[src/rtl/adpcm_pkg.sv]
// Shared definitions for the ADPCM block packer: write FSM states,
// header layout constants and the packed FIFO entry format.
package adpcm_pkg;

  typedef enum logic [2:0] {
    IDLE,
    HDR0,
    HDR1,
    HDR2,
    HDR3,
    DATA_HI,
    DATA_LO
  } wr_state_t;

  localparam int unsigned HDR_LEN       = 4;
  localparam logic [7:0]  HDR3_RESERVED = 8'h00;

  // 10-bit FIFO word: block framing flags plus the stream byte.
  typedef struct packed {
    logic       first;
    logic       last;
    logic [7:0] data;
  } fifo_entry_t;

endpackage

[src/rtl/adpcm_block_packer_if.sv]
// Byte stream leaving the packer: valid/ready handshake with block framing flags.
interface adpcm_block_packer_if;
  logic [7:0] outByte;
  logic       outValid;
  logic       outReady;
  logic       outFirst;
  logic       outLast;

  modport master (
    output outByte,
    output outValid,
    output outFirst,
    output outLast,
    input  outReady
  );

  modport slave (
    input  outByte,
    input  outValid,
    input  outFirst,
    input  outLast,
    output outReady
  );
endinterface

[src/rtl/adpcm_byte_fifo.sv]
// Synchronous FIFO with wrap-bit pointers; head is visible combinationally
// and reads as zero while empty.
module adpcm_byte_fifo #(
  parameter int unsigned WIDTH = 10,
  parameter int unsigned DEPTH = 8
) (
  input  logic             clock,
  input  logic             reset,
  input  logic             wr_en,
  input  logic [WIDTH-1:0] wr_data,
  input  logic             rd_en,
  output logic [WIDTH-1:0] rd_data,
  output logic             full,
  output logic             empty
);

  localparam int unsigned AW      = $clog2(DEPTH);
  localparam logic [AW:0] PTR_ONE = 1;

  logic [AW:0]      wr_ptr;
  logic [AW:0]      rd_ptr;
  logic [WIDTH-1:0] mem [DEPTH];
  logic             do_wr;
  logic             do_rd;

  assign empty   = (wr_ptr == rd_ptr);
  assign full    = (wr_ptr[AW] != rd_ptr[AW]) && (wr_ptr[AW-1:0] == rd_ptr[AW-1:0]);
  assign do_rd   = rd_en && !empty;
  // A read in the same cycle frees the slot, so a write into a full FIFO is still taken.
  assign do_wr   = wr_en && (!full || do_rd);
  assign rd_data = empty ? '0 : mem[rd_ptr[AW-1:0]];

  // Pointer advance on accepted writes and reads.
  always_ff @(posedge clock or posedge reset) begin
    if (reset) begin
      wr_ptr <= '0;
      rd_ptr <= '0;
    end else begin
      if (do_wr) wr_ptr <= wr_ptr + PTR_ONE;
      if (do_rd) rd_ptr <= rd_ptr + PTR_ONE;
    end
  end

  // Storage array write.
  always_ff @(posedge clock) begin
    if (do_wr) mem[wr_ptr[AW-1:0]] <= wr_data;
  end

endmodule

[src/rtl/adpcm_block_packer.sv]
// Packs ADPCM nibbles into blocks: a 4-byte encoder-state header followed by
// nibble-pair data bytes, buffered through a byte FIFO with framing flags.
module adpcm_block_packer
  import adpcm_pkg::*;
#(
  parameter int unsigned SAMPLES_PER_BLOCK = 16,
  parameter int unsigned FIFO_DEPTH        = 8
) (
  input  logic                         clock,
  input  logic                         reset,
  input  logic [3:0]                   inPCM,
  input  logic                         inValid,
  input  logic [15:0]                  inPredictSamp,
  input  logic [6:0]                   inStepIndex,
  adpcm_block_packer_if.master         stream,
  output logic                         overflow,
  input  logic                         clearOverflow
);

  localparam logic [6:0] LAST_BYTE = 7'(SAMPLES_PER_BLOCK / 2 - 1);

  wr_state_t   state;
  logic [3:0]  low_nib;
  logic [6:0]  byte_cnt;
  logic [15:0] snap_pred;
  logic [6:0]  snap_idx;

  logic        in_hdr;
  logic        wr_en;
  fifo_entry_t wr_entry;
  fifo_entry_t head;
  logic        rd_en;
  logic        full;
  logic        empty;
  logic        hdr_drop;
  logic        fifo_drop;

  assign in_hdr    = (state == HDR0) || (state == HDR1) || (state == HDR2) || (state == HDR3);
  assign hdr_drop  = inValid && in_hdr;
  assign rd_en     = !empty && stream.outReady;
  assign fifo_drop = wr_en && full && !rd_en;

  // Select the byte written to the FIFO this cycle from the FSM state.
  always_comb begin
    wr_en    = 1'b0;
    wr_entry = '0;
    case (state)
      HDR0: begin
        wr_en    = 1'b1;
        wr_entry = '{first: 1'b1, last: 1'b0, data: snap_pred[7:0]};
      end
      HDR1: begin
        wr_en    = 1'b1;
        wr_entry = '{first: 1'b0, last: 1'b0, data: snap_pred[15:8]};
      end
      HDR2: begin
        wr_en    = 1'b1;
        wr_entry = '{first: 1'b0, last: 1'b0, data: {1'b0, snap_idx}};
      end
      HDR3: begin
        wr_en    = 1'b1;
        wr_entry = '{first: 1'b0, last: 1'b0, data: HDR3_RESERVED};
      end
      DATA_HI: begin
        wr_en    = inValid;
        wr_entry = '{first: 1'b0, last: (byte_cnt == LAST_BYTE), data: {inPCM, low_nib}};
      end
      default: begin
        wr_en    = 1'b0;
        wr_entry = '0;
      end
    endcase
  end

  // Block write sequencer: header bytes, then pair nibbles into data bytes.
  always_ff @(posedge clock or posedge reset) begin
    if (reset) begin
      state    <= IDLE;
      low_nib  <= '0;
      byte_cnt <= '0;
    end else begin
      case (state)
        IDLE: begin
          if (inValid) begin
            low_nib  <= inPCM;
            byte_cnt <= '0;
            state    <= HDR0;
          end
        end
        HDR0: state <= HDR1;
        HDR1: state <= HDR2;
        HDR2: state <= HDR3;
        HDR3: state <= DATA_HI;
        DATA_HI: begin
          if (inValid) begin
            byte_cnt <= byte_cnt + 7'd1;
            state    <= (byte_cnt == LAST_BYTE) ? IDLE : DATA_LO;
          end
        end
        DATA_LO: begin
          if (inValid) begin
            low_nib <= inPCM;
            state   <= DATA_HI;
          end
        end
        default: state <= IDLE;
      endcase
    end
  end

  // Encoder-state snapshot. Held through the header states as well as the
  // start cycle, since inValid is low there and would otherwise pull in the
  // post-first-nibble state before H1/H2 are written.
  always_ff @(posedge clock or posedge reset) begin
    if (reset) begin
      snap_pred <= '0;
      snap_idx  <= '0;
    end else if (!inValid && !in_hdr) begin
      snap_pred <= inPredictSamp;
      snap_idx  <= inStepIndex;
    end
  end

  // Sticky overflow; a new drop event takes priority over the clear.
  always_ff @(posedge clock or posedge reset) begin
    if (reset) begin
      overflow <= 1'b0;
    end else if (hdr_drop || fifo_drop) begin
      overflow <= 1'b1;
    end else if (clearOverflow) begin
      overflow <= 1'b0;
    end
  end

  adpcm_byte_fifo #(
    .WIDTH (10),
    .DEPTH (FIFO_DEPTH)
  ) u_fifo (
    .clock   (clock),
    .reset   (reset),
    .wr_en   (wr_en),
    .wr_data (wr_entry),
    .rd_en   (rd_en),
    .rd_data (head),
    .full    (full),
    .empty   (empty)
  );

  assign stream.outValid = !empty;
  assign stream.outByte  = head.data;
  assign stream.outFirst = head.first;
  assign stream.outLast  = head.last;

endmodule

[src/flat_wrapper.sv]
// flat-port wrapper written by rule: the top's interface ports become plain ports
module adpcm_block_packer_flat import adpcm_pkg::*;
#(
  parameter int unsigned SAMPLES_PER_BLOCK = 16,
  parameter int unsigned FIFO_DEPTH        = 8
)
  (clock, reset, inPCM, inValid, inPredictSamp, inStepIndex, overflow, clearOverflow, stream_outByte, stream_outValid, stream_outFirst, stream_outLast, stream_outReady);
  adpcm_block_packer_if stream_i ();
  input  logic clock;
  input  logic reset;
  input  logic [3:0] inPCM;
  input  logic inValid;
  input  logic [15:0] inPredictSamp;
  input  logic [6:0] inStepIndex;
  output logic overflow;
  input  logic clearOverflow;
  output wire logic [$bits(stream_i.outByte)-1:0] stream_outByte;
  output wire logic [$bits(stream_i.outValid)-1:0] stream_outValid;
  output wire logic [$bits(stream_i.outFirst)-1:0] stream_outFirst;
  output wire logic [$bits(stream_i.outLast)-1:0] stream_outLast;
  input wire logic [$bits(stream_i.outReady)-1:0] stream_outReady;
  assign stream_outByte = stream_i.outByte;
  assign stream_outValid = stream_i.outValid;
  assign stream_outFirst = stream_i.outFirst;
  assign stream_outLast = stream_i.outLast;
  assign stream_i.outReady = stream_outReady;
  adpcm_block_packer #(.SAMPLES_PER_BLOCK(SAMPLES_PER_BLOCK), .FIFO_DEPTH(FIFO_DEPTH)) u_core (.clock(clock), .reset(reset), .inPCM(inPCM), .inValid(inValid), .inPredictSamp(inPredictSamp), .inStepIndex(inStepIndex), .stream(stream_i), .overflow(overflow), .clearOverflow(clearOverflow));
endmodule
[config.mk]
export PLATFORM = sky130hd
export DESIGN_NAME = adpcm_block_packer_flat
export DESIGN_NICKNAME = d
export VERILOG_FILES = /design/src/rtl/adpcm_pkg.sv /design/src/rtl/adpcm_block_packer_if.sv /design/src/rtl/adpcm_byte_fifo.sv /design/src/rtl/adpcm_block_packer.sv /design/src/flat_wrapper.sv
export SDC_FILE = /design/constraint.sdc
export NUM_CORES = 1
export LEC_CHECK = 0
export BUFFER_PORTS_ARGS = -buffer_cell sky130_fd_sc_hd__buf_2
export CORE_MARGIN = 5
export CORE_UTILIZATION = 35
export CTS_CLUSTER_SIZE = 24
export DETAILED_ROUTE_END_ITERATION = 10
export GPL_TIMING_DRIVEN = 0
export HOLD_SLACK_MARGIN = 0.12
export PLACE_DENSITY_LB_ADDON = 0.15
export SYNTH_ARGS = -nofsm -noshare
export SYNTH_HDL_FRONTEND = slang
export SYNTH_HIERARCHICAL = 1
export SYNTH_SLANG_ARGS = --single-unit
export TNS_END_PERCENT = 30
[constraint.sdc]
create_clock -name clock -period 3.2 [get_ports clock]
set_input_delay 0.64 -clock clock [delete_from_list [all_inputs] [get_ports clock]]
set_output_delay 0.64 -clock clock [all_outputs]
set_load 0.02 [all_outputs]
==> out/results.ini, run 1 <==
[yosys]
ys_seq_elements = 126
synthTopCellsByArea = edfxtp_1, dfrtp_1, mux4_2
yosysTopAreaCell = edfxtp_1
avgSynthCellArea_um2 = 16.0
synth_most_common_cell = edfxtp_1
syn_nets = 391
synth_edf_count = 80
ys_top_cells_by_count = edfxtp_1, dfrtp_1, mux2_4, mux4_2, nor2_1
async_reset_ff_share_pct = 36.5
ys_seq_area_share_pct = 62.5
synth_ff_type = edfxtp_1
ys_types = 56
yosysWarnings = 6
synthesis.area_um2 = 5680
synth_top_area_share_pct = 42.3
synth_cells = 356

[detailed_routing]
drt-initial-drc-count = 182
routed_wl_um = 12000
dr.pass1.iters = 5
ant_nets = 0
drc = 0
wl_per_cell_um = 18.4
routed_via_density = 4.96
vias = 3234

[floorplanning]
coreArea_um2 = 15900
start_util_pct = 35.8
dieArea_um2 = 18900
dieWidth_um = 137
row_count = 46
num_io_pins = 44
dieHeight_um = 137

[critical_path]
path_max_fanout = 11
crit_path_end_kind = register
cp-start-kind = register
cp.required_ps = 3320
crit_type = reg -> reg
critPathArrivalTime_ps = 3200

[pwr]
ir_drop_uv = 442
power.density_nw_per_um2 = 1180
power_leakage_nw = 2.65

[sta]
worst_slew_pin_slew_ps = 914
finalMaxSlewViolations = 0
finalSetupTns_ps = 0
finalHoldViolations = 0
max_freq_mhz = 325
whs_ps = 200
period_share_pct = 96.3
clock_skew_ps = 5.96
relSlewSlack_pct = 38.4
rsz0062_at_grt = true
finalSetupViolations = 0
fin_crit_ps = 3080

[min_path]
hold_path_class = in -> async

[placement]
post-dp-hpwl_um = 8470
gp_routability_congestion = 0.727
port_buffers = 42

[run_status]
outcome = completed

[clock_tree]
ctsHoldBuffers = 0
cts_tree = yes
numClockSinks = 126
cts_root_buf = clkbuf_16
clock_latency_ps = 410
cts_buffers = 17
clkTransAtPathRegs_ps = 60
htreeDepth = 4
cts_buffer_depth = 2

[global_route]
gr-usage-met1_pct = 18.7
grtUsageMet2_pct = 22.5
busiest_layer = met2
grt_pass1_vias = 3458
antenna_found_initial = 0
grt_usage_pct = 14.1
overflow = 0
grt_max_degree = 39
gr-usage-met3_pct = 4.57
grt_pass1_wl_um = 19700

[finish]
area_growth_pct = 22.2
drive_gt1_share_pct = 38.1
n_antenna_cell = 0
num-nets-final = 458
nFillCells = 1468

[job]
max_cap_violations = 0

==> power breakdown <==
part | internal, mW | total (mW) | switching [mW] | leakage (nW)
Combinational | 1.45 | 3.29 | 1.84 | 1.03
Clock | 1.43 | 2.13 | 0.706 | 0.322
Sequential | 2.51 | 2.76 | 0.250 | 1.30
==> state kept, by name, summed over array words and instances, names as in the netlist <==
signal and count:
u_core/u_fifo/rd_ptr 4, u_core/byte_cnt 7, u_core/low_nib 4, u_core/snap_pred 16, u_core/snap_idx 7, u_core/u_fifo/mem 80, u_core/u_fifo/wr_ptr 4, u_core/overflow 1
u_core/state 3
==> critical path: stages (launching register included) <==
cell	delay, ps
dfrtp_1	370
buf_2	200
xnor2_2	180
and4_4	220
buf_2	210
nor2b_1	200
buf_2	270
nor3_2	140
nor4_2	760
buf_6	240
==> area by class of cell <==
class | instances | area, um^2 | area share (%)
Clock inverter | 13 | 210 | 3.03
Buffer | 25 | 146 | 2.11
Sequential cell | 126 | 3550 | 51.1
Timing Repair Buffer | 48 | 278 | 4.00
Clock buffer | 19 | 453 | 6.52
Inverter | 8 | 30.0 | 0.432
Multi-Input combinational cell | 197 | 2010 | 28.9
Tap cell | 216 | 270 | 3.89
==> metal layers <==
layer / up-vias / wire, um
met5: - / 0
met4: 0 / 131
met3: 10 / 513
met2: 53 / 5860
met1: 1649 / 5460
li1: 1522 / -
==> final timing paths <==
path / end / start / cells past startpoint / slack (ps)
max: u_core/u_fifo/mem[4][6] / u_core/u_fifo/wr_ptr[1] / 9 / 120
min: u_core/u_fifo/wr_ptr[2] / reset / 2 / 200
max reg2reg: u_core/u_fifo/mem[4][6] / u_core/u_fifo/wr_ptr[1] / 9 / 120
min reg2reg: u_core/low_nib[0] / u_core/low_nib[0] / 1 / 490
max in group asynchronous: u_core/snap_idx[1] / reset / 2 / 2280
min in group clock: u_core/snap_pred[13] / inPredictSamp[13] / 2 / 460
==> through the flow <==
step / power (mW) / setup slack [ps] / utilization [%] / instance area (um^2) / instances
6_report: 8.18 / 119 / 43.7 / 6950 / 652
5_1_grt: 8.71 / -66.0 / 43.7 / 6950 / 652
4_1_cts: 8.32 / 9.04 / 43.7 / 6950 / 652
3_5_place_dp: 6.15 / -262 / 39.5 / 6280 / 620
3_3_place_gp: 5.97 / -1290 / 38.8 / 6170 / 614
2_1_floorplan: 5.15 / 60.9 / - / 5690 / 356
==> cell families (layout without fill, tap and decap cells) <==
family | after synthesis | in the layout | share of synthesized area (%)
DFF | 126 | 126 | 62.5
and+or+nand+nor | 78 | 78 | 8.08
muxes | 65 | 65 | 17.9
AOI/OAI and AO/OA | 42 | 42 | 5.66
buffers and inverters | 33 | 113 | 3.08
xor gates and xnor gates | 9 | 9 | 2.11
adders and majority gates | 3 | 3 | 0.660
==> placed cells by master (no fill, tap or decap), types with 7 or more instances in the layout <==
cell type  Yosys  final
edfxtp_1      80     80
buf_2         11     54
dfrtp_1       46     46
mux2_4        21     21
mux4_2        20     20
clkbuf_16      0     17
nor2_1        17     16
mux2i_1       15     15
nand2_1       14     14
a22oi_1       14     14
buf_6          4     10
nor2b_1        8      8
clkbuf_1       7      7
mux2_2         7      7
==> timing repair <==
action / 4_1_cts / 5_1_grt
resized for setup: 2 / 0
setup buffers: 0 / 0
pin swaps: 0 / 0
endpoints found under the setup margin: 55 / 15
No activity file was read; power rests on OpenSTA's default activity.
==> run 2: changes to the inputs <==
==> constraint.sdc (replaced) <==
create_clock -name clock -period 3.2 [get_ports clock]
set_input_delay 0.16 -clock clock [delete_from_list [all_inputs] [get_ports clock]]
set_output_delay 0.16 -clock clock [all_outputs]
set_load 0.02 [all_outputs]
==> out/results.ini, run 2 (synthesized netlist as in run 1, its figures left out) <==
[pwr]
p_seq_share_pct = 33.6
power_mw = 8.21
power.density_nw_per_um2 = 1130
intPower_mw = 5.40
combinationalPowerShare_pct = 40.4
ir_drop_uv = 452
p_sw_share_pct = 34.2
clkPwrFrac_pct = 26.0
p_switching_mw = 2.81
power_leakage_nw = 2.77

[min_path]
hold_depth = 3
min_from = stream_outReady
hold_path_class = in -> reg
holdPathEnd = u_core/overflow

[critical_path]
cp_cell_sequence = buf_2 -> xnor2_2 -> and4_4 -> buf_2 -> nor2b_1 -> buf_2 -> nor3_2 -> nor4_2 -> buf_6
r2r_end = u_core/u_fifo/mem[4][1]
rrSetupSlack_ps = 100
crit_path_frequent_cell = buf_2
cp.required_ps = 3320
critical-path-max-stage-delay_ps = 760
cp-start-kind = register
cp_slowest_cell = nor4_2
worst_r2r_startpoint = u_core/u_fifo/wr_ptr[1]
path_max_fanout = 11
critPathBufInv = 4
crit_path_end_kind = register
critPathArrivalTime_ps = 3220
reg2regPathDepth = 9
crit_type = reg -> reg
crit_path_start = u_core/u_fifo/wr_ptr[1]
crit_family = simple AND/OR/NAND/NOR gates

[detailed_routing]
vias = 3328
wl_per_cell_um = 17.9
dr.pass1.iters = 4
ant_nets = 0
drt-initial-drc-count = 186
drc = 0
routed_wl_um = 12200
routed_via_density = 4.89

[clock_tree]
cts_buffer_depth = 2
clock_latency_ps = 410
numClockSinks = 126
cts_buffers = 17
cts_setup_buffers = 0
htreeDepth = 4
cts_root_buf = clkbuf_16
cts_tree = yes
clkTransAtPathRegs_ps = 50

[floorplanning]
row_count = 46
num_io_pins = 44
dieArea_um2 = 18900
dieHeight_um = 137
coreArea_um2 = 15900
start_util_pct = 35.8
dieWidth_um = 137

[sta]
finalSetupViolations = 0
worst_slew_pin_slew_ps = 947
period_share_pct = 96.8
rsz0062_at_grt = true
max_freq_mhz = 323
finalHoldViolations = 0
fin_crit_ps = 3100
relSlewSlack_pct = 36.2
fin_ws_ps = 101
finalSetupTns_ps = 0
clock_skew_ps = 4.07
finalMaxSlewViolations = 0

[placement]
port_buffers = 42
post-place-ws_ps = -262
post-dp-hpwl_um = 8470
gp_routability_congestion = 0.727

[run_status]
outcome = completed

[finish]
area_growth_pct = 27.3
num-nets-final = 487
drive_gt1_share_pct = 35.7
largest_reg_flops = 80
n_antenna_cell = 0
final_common_cell = edfxtp_1
layout_common_cells = edfxtp_1, buf_2, dfrtp_1

[global_route]
grt_pass1_wl_um = 20000
antenna_found_initial = 0
overflow = 0
grt_pass1_vias = 3552
grt_usage_pct = 14.2
grt_max_degree = 39

[job]
max_cap_violations = 0

run 2: worst max-delay path by stage:
stage	end	slack, ps	depth (start not counted)
6_report	u_core/u_fifo/mem[4][1]	100	9
5_1_grt	u_core/u_fifo/mem[0][4]	-70	9
4_1_cts	u_core/u_fifo/mem[4][6]	9	9
3_5_place_dp	u_core/u_fifo/mem[7][3]	-260	8
3_3_place_gp	u_core/u_fifo/mem[4][3]	-1290	8
2_1_floorplan	u_core/u_fifo/mem[0][0]	60	8
run 2: power groups by stage:
| stage | Clock (mW) | Combinational (mW) | Sequential (mW) |
|---|---|---|---|
| after CTS | 2.18 | 3.40 | 2.76 |
| after global placement | 0 | 3.20 | 2.77 |
| after detailed placement | 0 | 3.37 | 2.79 |
| after global routing | 2.27 | 3.64 | 2.83 |
| final | 2.14 | 3.32 | 2.76 |
| after floorplan | 0 | 2.44 | 2.71 |
run 2: layout make-up:
class | instances | area (um^2)
sequential | 126 | 3550
clock inverter | 13 | 210
tap | 216 | 270
buffer | 25 | 146
timing repair buffer | 77 | 568
fill | 1433 | 8650
multi-input combinational | 197 | 2010
inverter | 8 | 30.0
clock buffer | 19 | 453
run 2: through the flow:
stage	utilization, %	instance area, um^2	std cells	hold slack, ps
final	45.6	7240	681	150
after global routing	45.6	7240	681	139
after CTS	45.6	7240	681	134
after detailed placement	39.5	6280	620	162
after global placement	38.8	6170	614	145
after floorplan	-	5690	356	-24.3
run 2: worst min-delay path, stage by stage:
cell	delay, ps
buf_2	70
nor2b_1	190
o41ai_1	90
run 2: metal layers:
metal  vias to the layer above  track usage (%)  wire, um
met5                         -                0         0
met4                         0             3.49       106
met3                        12             4.20       520
met2                        58             23.0      6040
met1                      1679             18.9      5490
li1                       1579                -         -
run 2: what timing repair did:
action                     4_1_cts  5_1_grt
pin swaps                        0        0
hold buffers                    29        0
gates resized for setup          2        0
hold endpoints to repair        74        0
setup endpoints to repair       55       15
